==> src/rtl/logic_op_sequencer.sv <==
// Queues AND/OR/XOR commands and executes one per cycle into a registered response; result one edge after accept.
// Backpressure: a held response stalls the FIFO head; cmd_ready drops only when all DEPTH entries are occupied.
module logic_op_sequencer #(
    parameter int WIDTH = 4,
    parameter int DEPTH = 4
) (
    input  logic               clk,
    input  logic               rst,
    input  logic               cmd_valid,
    output logic               cmd_ready,
    input  logic [1:0]         cmd_sel,
    input  logic               cmd_acc,
    input  logic [WIDTH-1:0]   cmd_a,
    input  logic [WIDTH-1:0]   cmd_b,
    output logic               rsp_valid,
    input  logic               rsp_ready,
    output logic [2*WIDTH-1:0] rsp_result,
    output logic               rsp_err,
    output logic [WIDTH-1:0]   acc,
    output logic               busy
);
    localparam int AW    = $clog2(DEPTH);
    localparam int CNT_W = AW + 1;

    typedef struct packed {
        logic [1:0]       sel;
        logic             acc_flag;
        logic [WIDTH-1:0] a;
        logic [WIDTH-1:0] b;
    } entry_t;

    entry_t           mem [DEPTH];
    logic [AW-1:0]    wr_ptr;
    logic [AW-1:0]    rd_ptr;
    logic [CNT_W-1:0] count;

    logic             push;
    logic             pop;
    entry_t           head;
    logic [WIDTH-1:0] op_a;
    logic [WIDTH-1:0] alu_res;
    logic             illegal;

    // cmd_ready looks only at registered occupancy, never at a same-cycle pop
    assign cmd_ready = (count != CNT_W'(DEPTH));
    assign push      = cmd_valid && cmd_ready;
    assign pop       = (count != '0) && (!rsp_valid || rsp_ready);
    assign busy      = (count != '0) || rsp_valid;
    assign head      = mem[rd_ptr];
    assign op_a      = head.acc_flag ? acc : head.a;

    always_comb begin
        alu_res = '0;
        illegal = 1'b0;
        case (head.sel)
            2'b00:   alu_res = op_a & head.b;
            2'b01:   alu_res = op_a | head.b;
            2'b10:   alu_res = op_a ^ head.b;
            default: illegal = 1'b1;
        endcase
    end

    always_ff @(posedge clk) begin
        if (push && !rst) begin
            mem[wr_ptr] <= '{sel: cmd_sel, acc_flag: cmd_acc, a: cmd_a, b: cmd_b};
        end
    end

    always_ff @(posedge clk) begin
        if (rst) begin
            wr_ptr     <= '0;
            rd_ptr     <= '0;
            count      <= '0;
            rsp_valid  <= 1'b0;
            rsp_result <= '0;
            rsp_err    <= 1'b0;
            acc        <= '0;
        end else begin
            if (push) begin
                wr_ptr <= wr_ptr + AW'(1);
            end
            if (pop) begin
                rd_ptr     <= rd_ptr + AW'(1);
                rsp_valid  <= 1'b1;
                rsp_result <= {{WIDTH{1'b0}}, alu_res};
                rsp_err    <= illegal;
                if (!illegal) begin
                    acc <= alu_res;
                end
            end else if (rsp_valid && rsp_ready) begin
                rsp_valid <= 1'b0;
            end
            case ({push, pop})
                2'b10:   count <= count + CNT_W'(1);
                2'b01:   count <= count - CNT_W'(1);
                default: count <= count;
            endcase
        end
    end
endmodule
==> config.mk <==
export PLATFORM = sky130hd
export DESIGN_NAME = logic_op_sequencer
export DESIGN_NICKNAME = d
export VERILOG_FILES = /design/src/rtl/logic_op_sequencer.sv
export SDC_FILE = /design/constraint.sdc
export NUM_CORES = 1
export LEC_CHECK = 0
export CORE_ASPECT_RATIO = 0.7
export CORE_UTILIZATION = 55
export CTS_BUF_LIST = sky130_fd_sc_hd__clkbuf_8
export DETAILED_ROUTE_END_ITERATION = 8
export PLACE_DENSITY = 0.78
export SLEW_MARGIN = 20
export SYNTH_ARGS = -nofsm -noshare
export SYNTH_HDL_FRONTEND = slang
export SYNTH_SLANG_ARGS = --single-unit
==> constraint.sdc <==
create_clock -name clk -period 5.4 [get_ports clk]
set_clock_uncertainty 0.05 [all_clocks]
set_input_delay 0.54 -clock clk [delete_from_list [all_inputs] [get_ports clk]]
set_output_delay 0.54 -clock clk [all_outputs]
set_load 0.05 [all_outputs]
# Word-level counts from Yosys, hierarchy flattened
# Memory sizes are Yosys's and may differ from the RTL's. A register that Yosys moved wholly into a read port is not among the register bits.
# Index checks and enable logic that the tools add are counted.
# W data, S select, Z words.
# word_totals
reg_bits	17
ramBits	44
input_bits	15
out_inout_bits	16
wordCells	44
mem_count	1
# classes
add_sub_neg	4
eq_ne	5
muxes	10
bitwise	3
reduce_logical	14
# mem_list
memory	words	width	rd	rd_clocked_by_memory_dff	write_ports	line_no	source
mem	4	11	1	1	1	32	entry_t mem [DEPTH];
# ops
cell	count
$pmux W4 S3	1
$pmux W3 S2	1
$mux W1	5
$add A2 B1 Y2 const B	2
$and A4 B4 Y4	1
$eq A2 B1 Y1 const B	2
$eq A2 B2 Y1 const B	2
$logic_and A1 B1 Y1	4
$mux W2	2
$mux W4	1
$or A4 B4 Y4	1
$reduce_bool A2 Y1	2
$xor A4 B4 Y4	1
$add A3 B1 Y3 const B	1
$ne A3 B3 Y1 const B	1
$reduce_bool A3 Y1	1
$reduce_or A3 Y1	1
$sub A3 B1 Y3 const B	1
$logic_not A1 Y1	2
$logic_not A2 Y1	1
$logic_or A1 B1 Y1	2
$reduce_and A2 Y1	1

# Depth between registers and ports, before layout
# logic_depth
depth_word	5
ltp_mapped	8
mapped_depth_nobuf	8

# Worst setup path after synthesis
# OpenSTA, ideal clock, no wires.
# synth_path
path_kind	flip-flop to flip-flop
start	register count[0]
end	register count[2]
setup_ns	0.071
t_arrival_ns	2.330
required_time_ns	5.279
setup_slack_ns	2.949
stages_incl_launch_ff	9
n_path_buf	0
period_less_slack_ns	2.451
cell_sequence	dfxtp_1 > or3b_2 > nand2_1 > ha_1 > inv_1 > fa_1 > xor2_1 > or3_1 > a21oi_1
# synth_between
elab_chain_len	4
elab_cells_between_ends	10
classes_between	2 x add/sub; 3 x eq/ne; 1 x mux; 4 x reduce/logical
# synth_lines
item	line_no	source
start, declared	35	logic [CNT_W-1:0] count;
start signal, assigned	94	2'b10: count <= count + CNT_W'(1);
start signal, assigned	95	2'b01: count <= count - CNT_W'(1);
start signal, assigned	96	default: count <= count;
$ne A3 B3 Y1 (*)	45	assign cmd_ready = (count != CNT_W'(DEPTH));
net cmd_ready	10	output logic cmd_ready,
$logic_and A1 B1 Y1 (*)	46	assign push = cmd_valid && cmd_ready;
$eq A2 B1 Y1 / $eq A2 B2 Y1 (equally long branches)	93	case ({push, pop})
$pmux W3 S2 / $reduce_bool A2 Y1 (equally long branches)	n/a	
# The timed path passes the listed nets; every way through them passes the cells marked *.
# A chain may end at the register's enable or synchronous reset.

==> impl_results.md <==
- Status: finished, final reports clean
- Cells after DPL: 262
- Largest cells by area after synthesis: edfxtp_1 49%, dfxtp_1 14%, mux4_1 8.7%
- Synth unique cells: 36
- Via density: 5.514
- Final net count: 236
- Slew headroom: 55.80%
- CP Launch Type: register
- Die width: 85.84 um
- Ys async rst share: 0%
- Worst-path cell chain: mux4_2 -> mux2i_1 -> ha_1 -> mux2i_1 -> or2_2 -> a311oi_1
- Post-synthesis adder-cell area fraction: 6.750%
- Filler-free cell count of the finished design: 278
- Int Pwr: 1133 uW
- Highest clock rate: 0.3800 GHz
- Post-Syn Area: 0.002706 sq mm
- Post-Synth XOR/XNOR Area: 1.618%
- Worst Max-Slew Pin Slew: 0.6621 ns
- Routed WL per cell: 16.90 um
- IO Count: 31
- Max-cap violations: 0
- Most frequent CP cell: mux2i_1
- Diodes inserted: 0
- Net Switching: 673.4 uW
- Pwr per Cell Area: 559.8 mW/mm^2
- Final setup vio count: 0
- Post-CTS Setup Bufs: 0
- Synth Area in Simple Gates: 6.472%
- GRT Resource Usage Total: 20.99%
- Final Cycle Share: 48.73%
- Synth Area in Compound Gates: 4.854%
- Die area: 0.005210 sq mm
- Max clock buf depth: 2
- Area Growth Syn to Fin: 19.23%
- R2R cell count: 6
- First-pass GRT wire length: 7.417 mm
- CORE AREA: 0.004529 sq mm
- LEAKAGE: 0.001246 uW
- Layout cells sized above 1: 9.906%
- Detailed-route via count: 1533
- Cell at the slowest stage of the critical path: dfxtp_1
- EDFF count, synth: 44
- Synth warn: 0
- Initial antenna violation count: 0
- Post_cts resized: 0
- Top cells by instance count after synthesis: 44 x edfxtp_1, 19 x dfxtp_1, 14 x inv_1, 13 x ha_1, 12 x nor2_1
- Crit Path Category: register to register
- Largest family of logic cells by synthesized area: multiplexers
- Synth Register Bits: 63
- Synth top area share: 48.82%
- DRT iter0 DRCs: 58
- Gpl congestion: 0.7598
- Pin count of the biggest net entering global routing: 16
- Clock Sinks: 63
- Post-synthesis mux area share: 13.36%
- Arrival @ worst endpoint: 2.84 ns
- CP max FO: 11
- Worst Hold Path Cells: 1
- Worst Path Required: 5.61 ns
- Crit. path cell count: 6
- Floorplan row count: 20
- Flop pwr share: 37.2%
- Critical path endpoint category: register
- Initial Util: 59.75%
- Most frequent cell after synthesis: edfxtp_1
- Most used DFF post-synth: edfxtp_1
- Grt ovf: 0
- CP max stage delay: 0.75 ns
- Worst Hold Class: register to register
- RSZ-0062 raised after global routing: no
- Total CTS buffers: 9
- Post-Synthesis Cells: 175
- Avg Inst Size Synth: 15.46 sq um
- Final WL: 4.699 mm
- Remaining DRCs: 0
- DRT Pass-1 Iters: 5
- PortBufs: 26
- Post-synthesis sequential area ratio: 62.88%
- DPL Wire Length: 3.281 mm
- Hold_buf cts: 0
- Post-route ant nets: 0
- CTS tree: built
- Min Tclk post-route: 2.631 ns
- Max-slew violation count: 0
- Die Height: 60.69 um
- Worst Path Buf+Inv: 0
- Cell taking the most area after synthesis: edfxtp_1
- Clock Root Buffer: clkbuf_8
- H-tree Lvls: 3
- Kind of cell adding the most delay to the critical path: multiplexers
- Switching Fraction: 37.28%
- Total negative slack for setup checks: 0 ns
- Clk slew on worst S/H paths: 0.07 ns
- Peak supply drop: 254.6 uV
- Vias in the first global route: 1549
- Fin. Hold Viols: 0
- Clock power share: 24.7%
- Clock Latency Late Sink: 0.35 ns
- Logic gate share of total power: 38.1%
-- worst register-to-register path, cell delays in order (launching register included) --
cell	delay [ns]
dfxtp_1	0.75
mux4_2	0.68
mux2i_1	0.18
ha_1	0.29
mux2i_1	0.05
or2_2	0.30
a311oi_1	0.25
-- power groups by stage --
stage / registers, uW / logic [uW] / clock network [uW]
3_5_place_dp: 681 / 684 / 0
4_1_cts: 670 / 688 / 450
2_1_floorplan: 774 / 394 / 0
6_report: 671 / 688 / 447
5_1_grt: 680 / 743 / 469
3_3_place_gp: 670 / 656 / 0
-- metrics by stage --
stage                     worst slack [ns]  area, sq um  hold WS (ns)  util [%]  power [uW]
after floorplan                      2.949         2718        0.4192         -        1168
after global placement               2.624         3007        0.3827     66.38        1326
after detailed placement             2.490         3007        0.3961     66.38        1365
after CTS                            2.737         3227        0.4099     71.24        1808
after global routing                 2.638         3227        0.4244     71.24        1893
final                                2.769         3227        0.4084     71.24        1806
-- cell families after synthesis --
group | after synthesis
XOR/XNOR | 5
adder cells (fa/ha/maj) | 14
other | 1
AND/OR/NAND/NOR | 32
multiplexers | 19
AO/OA/AOI/OAI | 19
buffers and inverters | 22
flip-flops | 63
-- state kept, by name, indices dropped and copies added, names as in the netlist, named ones only --
name / flops
wr_ptr: 2
count: 3
rd_ptr: 2
rsp_result: 4
rsp_valid: 1
mem: 44
acc: 4
rsp_err: 1
-- routing by layer --
metal / share of wire (%) / GRT usage (%)
met5: 0 / 0
met1: 45 / 23.68
met4: 2.0 / 9.762
met3: 5.6 / 9.252
met2: 47 / 35.54
-- placed cells by master (no fill, tap or decap), types with 2 or more instances in the layout --
master,n
conb_1,4
dfxtp_1,19
mux4_2,2
nand2b_1,2
nand3_1,3
ha_1,13
clkbuf_8,9
edfxtp_1,44
clkdlybuf4s50_1,26
xnor2_1,2
a21o_1,6
o21ai_0,2
nand2_1,2
and2_1,4
inv_1,14
nor2_1,12
clkinvlp_4,2
o32ai_1,3
or3_1,2
xor2_1,3
mux4_1,9
a21oi_1,4
mux2i_1,8
bufinv_16,2
-- area by class of cell --
class	instances	area (sq um)
Fill cell	289	1303
Clock buffer	9	123.9
Tap cell	66	82.58
Clock inverter	7	96.34
Inverter	14	52.55
Multi-Input combinational cell	93	909.6
Timing Repair Buffer	26	260.3
Sequential cell	63	1702
-- path summary, 6_finish.rpt --
| path | start | end | slack, ns |
|---|---|---|---|
| setup reg to reg | register | rsp_result[0] | 2.77 |
| hold reg to reg | rsp_result[1] | rsp_result[1] | 0.41 |
| hold / removal | rsp_result[1] | rsp_result[1] | 0.41 |
| setup / recovery | register | rsp_result[0] | 2.77 |
(Power assumes the default switching activity.)
